==> config.mk <==
export PLATFORM = sky130hd
export DESIGN_NAME = mrd_rdx2345_wb
export DESIGN_NICKNAME = d
export VERILOG_FILES = /design/src/rtl/mrd_pkg.sv /design/src/rtl/mrd_wb_xbar.sv /design/src/rtl/mrd_rdx2345_wb.sv
export SDC_FILE = /design/constraint.sdc
export NUM_CORES = 1
export LEC_CHECK = 0
export ABC_CLOCK_PERIOD_IN_PS = 5370
export BUFFER_PORTS_ARGS = -buffer_cell sky130_fd_sc_hd__buf_4
export CORE_ASPECT_RATIO = 0.6
export CORE_MARGIN = 2
export CORE_UTILIZATION = 40
export CTS_CLUSTER_DIAMETER = 200
export DETAILED_ROUTE_END_ITERATION = 7
export GPL_TIMING_DRIVEN = 0
export MAX_ROUTING_LAYER = met4
export SYNTH_ARGS = -nofsm -noshare
export SYNTH_HDL_FRONTEND = slang
export SYNTH_SLANG_ARGS = --single-unit
==> constraint.sdc <==
create_clock -name clk -period 5.37 [get_ports clk]
set_input_delay 0.8055 -clock clk [delete_from_list [all_inputs] [get_ports clk]]
set_output_delay 0.8055 -clock clk [all_outputs]
set_load 0.03 [all_outputs]
==> src/rtl/mrd_pkg.sv <==
// Shared constants, lane sample type and FSM states for the
// radix-2/3/4/5 write-back slice.
package mrd_pkg;

  localparam int wData    = 18;
  localparam int NUM_LANE = 5;
  localparam int wBank    = 3;
  localparam int wAddr    = 8;
  localparam int wExp     = 4;
  localparam int wCnt     = 12;
  localparam int wSel     = 3;

  typedef struct packed {
    logic [wData-1:0] re;
    logic [wData-1:0] im;
  } lane_t;

  typedef enum logic {
    WB_IDLE = 1'b0,
    WB_RUN  = 1'b1
  } wb_state_t;

endpackage

==> src/rtl/mrd_wb_xbar.sv <==
// 5x5 lane-to-bank selector: lowest matching lane wins each bank.
// Flags lanes aimed past the last bank and banks hit twice.
module mrd_wb_xbar
  import mrd_pkg::*;
(
  input  logic [NUM_LANE*wBank-1:0] bank_index,
  output logic [NUM_LANE-1:0]       en,
  output logic [NUM_LANE*wSel-1:0]  sel,
  output logic                      bank_err,
  output logic                      dup
);

  // Scan lanes high to low so the lowest matching lane is the one kept.
  always_comb begin
    en       = '0;
    sel      = '0;
    bank_err = 1'b0;
    dup      = 1'b0;
    for (int b = 0; b < NUM_LANE; b++) begin
      for (int l = NUM_LANE - 1; l >= 0; l--) begin
        if (int'(bank_index[l*wBank +: wBank]) == b) begin
          en[b]                 = 1'b1;
          sel[b*wSel +: wSel]   = wSel'(l);
        end
      end
    end
    for (int l = 0; l < NUM_LANE; l++) begin
      if (int'(bank_index[l*wBank +: wBank]) >= NUM_LANE)
        bank_err = 1'b1;
    end
    for (int i = 0; i < NUM_LANE; i++) begin
      for (int j = i + 1; j < NUM_LANE; j++) begin
        if (bank_index[i*wBank +: wBank] ==
            bank_index[j*wBank +: wBank] &&
            int'(bank_index[i*wBank +: wBank]) < NUM_LANE)
          dup = 1'b1;
      end
    end
  end

endmodule

==> src/rtl/mrd_rdx2345_wb.sv <==
// Write-back stage: routes 5-lane groups to banks, counts stage groups.
// Optional MRD_WB_CONFLICT_CHK_EN adds the sticky err_conflict output.
module mrd_rdx2345_wb
  import mrd_pkg::*;
(
  input  logic                      clk,
  input  logic                      rst_n,
  input  logic                      sop,
  input  logic [wCnt-1:0]           grp_num,
  input  logic                      in_valid,
  input  logic [NUM_LANE*wData-1:0] in_real,
  input  logic [NUM_LANE*wData-1:0] in_imag,
  input  logic [NUM_LANE*wBank-1:0] in_bank_index,
  input  logic [NUM_LANE*wAddr-1:0] in_bank_addr,
  input  logic [wExp-1:0]           in_exp,
  output logic [NUM_LANE-1:0]       wr_en,
  output logic [NUM_LANE*wAddr-1:0] wr_addr,
  output logic [NUM_LANE*wData-1:0] wr_real,
  output logic [NUM_LANE*wData-1:0] wr_imag,
  output logic                      stage_done,
  output logic [wExp-1:0]           stage_exp,
  output logic                      busy,
  output logic                      err_bank,
  output logic                      err_overrun
`ifdef MRD_WB_CONFLICT_CHK_EN
  ,
  output logic                      err_conflict
`endif
);

  wb_state_t            state, state_nx;
  logic [wCnt-1:0]      cnt, cnt_nx, grp_q;
  logic [wCnt-1:0]      cnt_eff, tgt_eff;
  logic                 run_eff, acc, last;

  logic [NUM_LANE-1:0]      x_en;
  logic [NUM_LANE*wSel-1:0] x_sel;
  logic                     x_bank_err;
`ifdef MRD_WB_CONFLICT_CHK_EN
  logic                     x_dup;
`endif

  logic                     p1_acc, p1_last, p1_done;
  logic [wExp-1:0]          p1_exp;
  logic [NUM_LANE-1:0]      p1_en;
  logic [NUM_LANE*wSel-1:0] p1_sel;
  lane_t                    p1_lane [NUM_LANE];
  logic [wAddr-1:0]         p1_addr [NUM_LANE];

  mrd_wb_xbar u_xbar (
    .bank_index (in_bank_index),
    .en         (x_en),
    .sel        (x_sel),
    .bank_err   (x_bank_err),
`ifdef MRD_WB_CONFLICT_CHK_EN
    .dup        (x_dup)
`else
    .dup        ()
`endif
  );

  // A same-cycle sop makes this group group 0 of the new stage.
  always_comb begin
    run_eff  = (state == WB_RUN);
    cnt_eff  = cnt;
    tgt_eff  = grp_q;
    if (sop) begin
      run_eff = (grp_num != '0);
      cnt_eff = '0;
      tgt_eff = grp_num;
    end
    acc      = in_valid & run_eff;
    last     = acc & (cnt_eff == tgt_eff - wCnt'(1));
    state_nx = state;
    cnt_nx   = cnt;
    if (sop) begin
      state_nx = run_eff ? WB_RUN : WB_IDLE;
      cnt_nx   = '0;
    end
    if (acc)
      cnt_nx = last ? '0 : cnt_eff + wCnt'(1);
    if (last)
      state_nx = WB_IDLE;
  end

  // FSM state, group counter and latched group target.
  always_ff @(posedge clk or negedge rst_n) begin
    if (!rst_n) begin
      state <= WB_IDLE;
      cnt   <= '0;
      grp_q <= '0;
    end else begin
      state <= state_nx;
      cnt   <= cnt_nx;
      if (sop)
        grp_q <= grp_num;
    end
  end

  assign busy = (state == WB_RUN);

  // Sticky error flags; sop clears them but a new hit still sets.
  always_ff @(posedge clk or negedge rst_n) begin
    if (!rst_n) begin
      err_bank    <= 1'b0;
      err_overrun <= 1'b0;
    end else begin
      err_bank    <= (err_bank & ~sop) | (acc & x_bank_err);
      err_overrun <= (err_overrun & ~sop) | (in_valid & ~run_eff);
    end
  end

`ifdef MRD_WB_CONFLICT_CHK_EN
  // Sticky duplicate-bank flag for accepted groups.
  always_ff @(posedge clk or negedge rst_n) begin
    if (!rst_n)
      err_conflict <= 1'b0;
    else
      err_conflict <= (err_conflict & ~sop) | (acc & x_dup);
  end
`endif

  // P1: capture the group, its bank routing and the stage bookkeeping.
  always_ff @(posedge clk or negedge rst_n) begin
    if (!rst_n) begin
      p1_acc  <= 1'b0;
      p1_last <= 1'b0;
      p1_done <= 1'b0;
      p1_exp  <= '0;
      p1_en   <= '0;
      p1_sel  <= '0;
      for (int l = 0; l < NUM_LANE; l++) begin
        p1_lane[l] <= '0;
        p1_addr[l] <= '0;
      end
    end else begin
      p1_acc  <= acc;
      p1_last <= last;
      p1_done <= last | (sop & (grp_num == '0));
      p1_exp  <= in_exp;
      p1_en   <= x_en;
      p1_sel  <= x_sel;
      for (int l = 0; l < NUM_LANE; l++) begin
        p1_lane[l].re <= in_real[l*wData +: wData];
        p1_lane[l].im <= in_imag[l*wData +: wData];
        p1_addr[l]    <= in_bank_addr[l*wAddr +: wAddr];
      end
    end
  end

  // P2: drive bank ports; unmatched banks keep their last addr/data.
  always_ff @(posedge clk or negedge rst_n) begin
    if (!rst_n) begin
      wr_en      <= '0;
      wr_addr    <= '0;
      wr_real    <= '0;
      wr_imag    <= '0;
      stage_done <= 1'b0;
      stage_exp  <= '0;
    end else begin
      wr_en      <= p1_acc ? p1_en : '0;
      stage_done <= p1_done;
      if (p1_last)
        stage_exp <= p1_exp;
      for (int b = 0; b < NUM_LANE; b++) begin
        if (p1_acc && p1_en[b]) begin
          wr_addr[b*wAddr +: wAddr] <=
            p1_addr[p1_sel[b*wSel +: wSel]];
          wr_real[b*wData +: wData] <=
            p1_lane[p1_sel[b*wSel +: wSel]].re;
          wr_imag[b*wData +: wData] <=
            p1_lane[p1_sel[b*wSel +: wSel]].im;
        end
      end
    end
  end

endmodule

==> key figures <==
Timing
  – RSZ-0062 raised after global routing: no
  – Endpoints failing setup: 0
  – Final Hold Fails: 0
  – Period utilization: 77.7%
  – Final Max Tran Viols: 0
  – Final min period: 4.17 ns
  – Clk_skew: 0.0168 ns
  – Fmax: 0.240 GHz
  – Max-slew headroom: 0.580%
  – Worst slew pin tran: 1.48 ns
  – Setup slack after layout: 1.20 ns

Yosys
  – Syn nets: 2037
  – FF+latch count, synth: 504
  – Top cell type by total area after synthesis: dfrtp_1
  – Seq/Total Area, Yosys: 54.0%
  – Share of the synthesized area in the top cell type: 54.0%
  – Warnings from Yosys: 0
  – Cells after Synth: 1780
  – Number of synthesized flops with an enable pin: 0
  – Post-synthesis cell type count: 59
  – Syn Area/Cell: 13.1 um^2
  – Top cells by area, synth: dfrtp_1, mux4_2, a221oi_1
  – Synth Flop Type: dfrtp_1
  – Ys async rst share: 100%
  – Mapped cell area: 23300 um^2

Clocking
  – CTS buffer count: 51
  – Postcts setup bufs: 0
  – Clock root cell: clkbuf_16
  – CTS resizes: 0
  – Max Buffers Root-to-Sink: 3
  – CTS tree: yes
  – Worst-Skew Late Latency: 0.61 ns
  – CTS Sinks: 504
  – Hold Buf Count CTS: 0
  – Reg clk slew, reported paths: 0.07 ns
  – H-tree levels: 2

Critical path
  – Max FO, Critical Path: 10
  – Crit path launch type: input pin
  – Reg2Reg Depth: 6
  – R2R Path Start: p1_sel[12]$_DFF_PN0_
  – Req. time, crit path: 5.84 ns
  – Crit path capture type: flip-flop
  – Worst Setup EP: cnt[10]$_DFF_PN0_
  – Worst-path cell chain: buf_4 > buf_6 > buf_6 > buf_2 > buf_1 > mux2i_1 > ha_1 > nor3b_1 > a22oi_1 > o41a_1 > nor4_4 > buf_6 > nor3_1
  – Reg2Reg Setup Slack: 2.01 ns
  – FF-to-FF End: wr_imag[82]$_DFFE_PN0P_
  – CP max stage cell: buf_1
  – Crit path from: sop
  – CP peak stage delay: 0.58 ns
  – Most frequent CP cell: buf_6
  – CP arrival: 4.65 ns
  – Kind of critical path: in -> reg

Cells and area
  – Nets@finish: 2581
  – Area delta synth->final: 28.2%
  – Layout cells sized above 1: 35.9%
  – Final Util: 51.9%

Detailed routing
  – DRT Pass-1 Iters: 5
  – Remaining antenna violation count after routing: 0
  – Via density: 6.13
  – Routed WL: 90.2 mm
  – Routed vias: 19200
  – Initial DRC count: 1952
  – DRC: 0
  – Routed wire per std cell: 28.8 um

Pwr
  – Switching Fraction: 33.9%
  – Sequential power share: 40.1%
  – Sw power: 4.03 mW
  – Leakage power: 12.3 nW
  – Clock power share: 32.9%
  – Comb power frac: 27.0%
  – Power Dens Cells: 398 nW/um^2
  – Total power: 11.9 mW
  – Peak VDD IR: 0.223 mV
  – Power Internal: 7.88 mW

GRT
  – Number of global-route vias before repair: 19200
  – Antenna violations before repair: 4
  – GRT overflow: 0
  – GRT Total Usage: 30.8%
  – Largest net degree at the start of global routing: 122
  – First-pass GRT wire length: 130 mm

Floorplan
  – Die area: 60400 um^2
  – Initial core utilization: 40.5%
  – I/O pins: 488
  – Die height: 191 um
  – Core Region: 57600 um^2
  – Chip width: 316 um
  – Row count: 68

Placement
  – DP Worst Slack: 0.558 ns
  – IO buf count: 487
  – Dpl hpwl: 63.6 mm
  – GP Congestion: 0.895

Run status
  – Status: finished, violations left
  – Failing checks: capacitance limit

Flow run
  – Maxcap violations: 1

Min path
  – Worst Hold Class: in -> async
registers in the layout, summed over array words and instances (netlist names):
| register | count |
|---|---|
| err_overrun | 1 |
| wr_real | 90 |
| p1_addr | 40 |
| wr_en | 5 |
| stage_done | 1 |
| p1_lane | 180 |
| grp_q | 12 |
| wr_imag | 90 |
| err_bank | 1 |
| p1_acc | 1 |
| p1_last | 1 |
| busy | 1 |
| p1_done | 1 |
| p1_sel | 15 |
| stage_exp | 4 |
| cnt | 12 |
| p1_en | 5 |
| p1_exp | 4 |
| wr_addr | 40 |
worst min-delay path by stage:
stage                      start                     to  slack, ns  depth (start not counted)
3_5_place_dp   p1_done$_DFF_PN0_   stage_done$_DFF_PN0_       0.34                          0
4_1_cts                    rst_n  p1_addr[33]$_DFF_PN0_       0.15                          1
3_3_place_gp   p1_done$_DFF_PN0_   stage_done$_DFF_PN0_       0.34                          0
5_1_grt                    rst_n  p1_addr[33]$_DFF_PN0_       0.18                          1
2_1_floorplan  p1_done$_DFF_PN0_   stage_done$_DFF_PN0_       0.33                          0
6_report                   rst_n  p1_addr[33]$_DFF_PN0_       0.14                          1
routing by layer:
| metal | vias to the layer above | track usage, % | routed length [um] |
|---|---|---|---|
| li1 | 7895 | - | - |
| met3 | 224 | 7.19 | 8990 |
| met4 | 0 | 10.3 | 3090 |
| met1 | 9883 | 43.1 | 38000 |
| met2 | 1212 | 44.4 | 40100 |
| met5 | - | - | 0 |
power by group through the flow:
stage / Clock [mW] / Sequential, mW / Combinational, mW
after floorplan: 0 / 5.51 / 1.01
after global placement: 0 / 4.81 / 3.19
after detailed placement: 0 / 4.83 / 3.23
after CTS: 3.98 / 4.76 / 3.23
after global routing: 4.14 / 4.83 / 3.41
final: 3.92 / 4.77 / 3.22
placed cells by master (no fill, tap or decap), types with 5 or more instances in the layout:
cell type / synthesis / final
nor4_1: 5 / 5
dfrtp_1: 504 / 504
clkbuf_16: 0 / 53
inv_1: 12 / 12
nor3_1: 26 / 22
mux2_2: 11 / 11
a21oi_1: 5 / 5
xnor2_1: 13 / 13
nand3_1: 15 / 15
buf_4: 0 / 486
o21ai_0: 13 / 13
buf_1: 17 / 17
inv_2: 10 / 10
a221oi_1: 220 / 220
nand2_1: 23 / 23
mux4_2: 220 / 220
nor2b_1: 5 / 5
clkbuf_8: 0 / 9
mux2i_1: 9 / 9
nor3b_1: 5 / 5
clkbuf_1: 107 / 113
buf_2: 12 / 12
clkinvlp_4: 0 / 5
bufinv_16: 0 / 8
xor2_1: 13 / 13
nor2_1: 472 / 472
cell usage after synthesis (12+ instances only):
library cell,n
nor3_1,26
dfrtp_1,504
inv_1,12
xor2_1,13
buf_2,12
xnor2_1,13
nand2_1,23
buf_1,17
nand3_1,15
clkbuf_1,107
a221oi_1,220
mux4_2,220
o21ai_0,13
nor2_1,472
metrics by stage:
stage	hold slack (ns)	instances	TNS (ns)	cell area, um^2
2_1_floorplan	0.331	1780	0	23300
3_3_place_gp	0.335	3037	-860.43	28000
3_5_place_dp	0.336	3041	0	28100
4_1_cts	0.152	3132	0	29900
5_1_grt	0.182	3133	0	29900
6_report	0.139	3133	0	29900
final cells by class:
cell class	count	area (um^2)
Antenna cell	1	2.50
Buffer	140	564
Clock buffer	68	1470
Clock inverter	23	350
Fill cell	5021	27700
Inverter	22	82.6
Multi-Input combinational cell	1114	10100
Sequential cell	504	12600
Tap cell	770	963
Timing Repair Buffer	491	3770
logic make-up after synthesis:
kind of cell    after synthesis  share of synthesized area [%]
compound gates              269                           9.70
xor+xnor                     26                          0.976
mux                         240                           22.1
fa+ha+maj                     2                          0.107
buf+inv                     162                           2.77
flops                       504                           54.0
simple gates                577                           10.3
worst max-delay path: cells and delay by family:
family          cells  cell delay, ns
fa+ha+maj           1            0.30
mux                 1            0.32
buf+inv             6            1.49
simple gates        3            0.94
compound gates      2            0.77
Power figures use the tool's default switching activity.
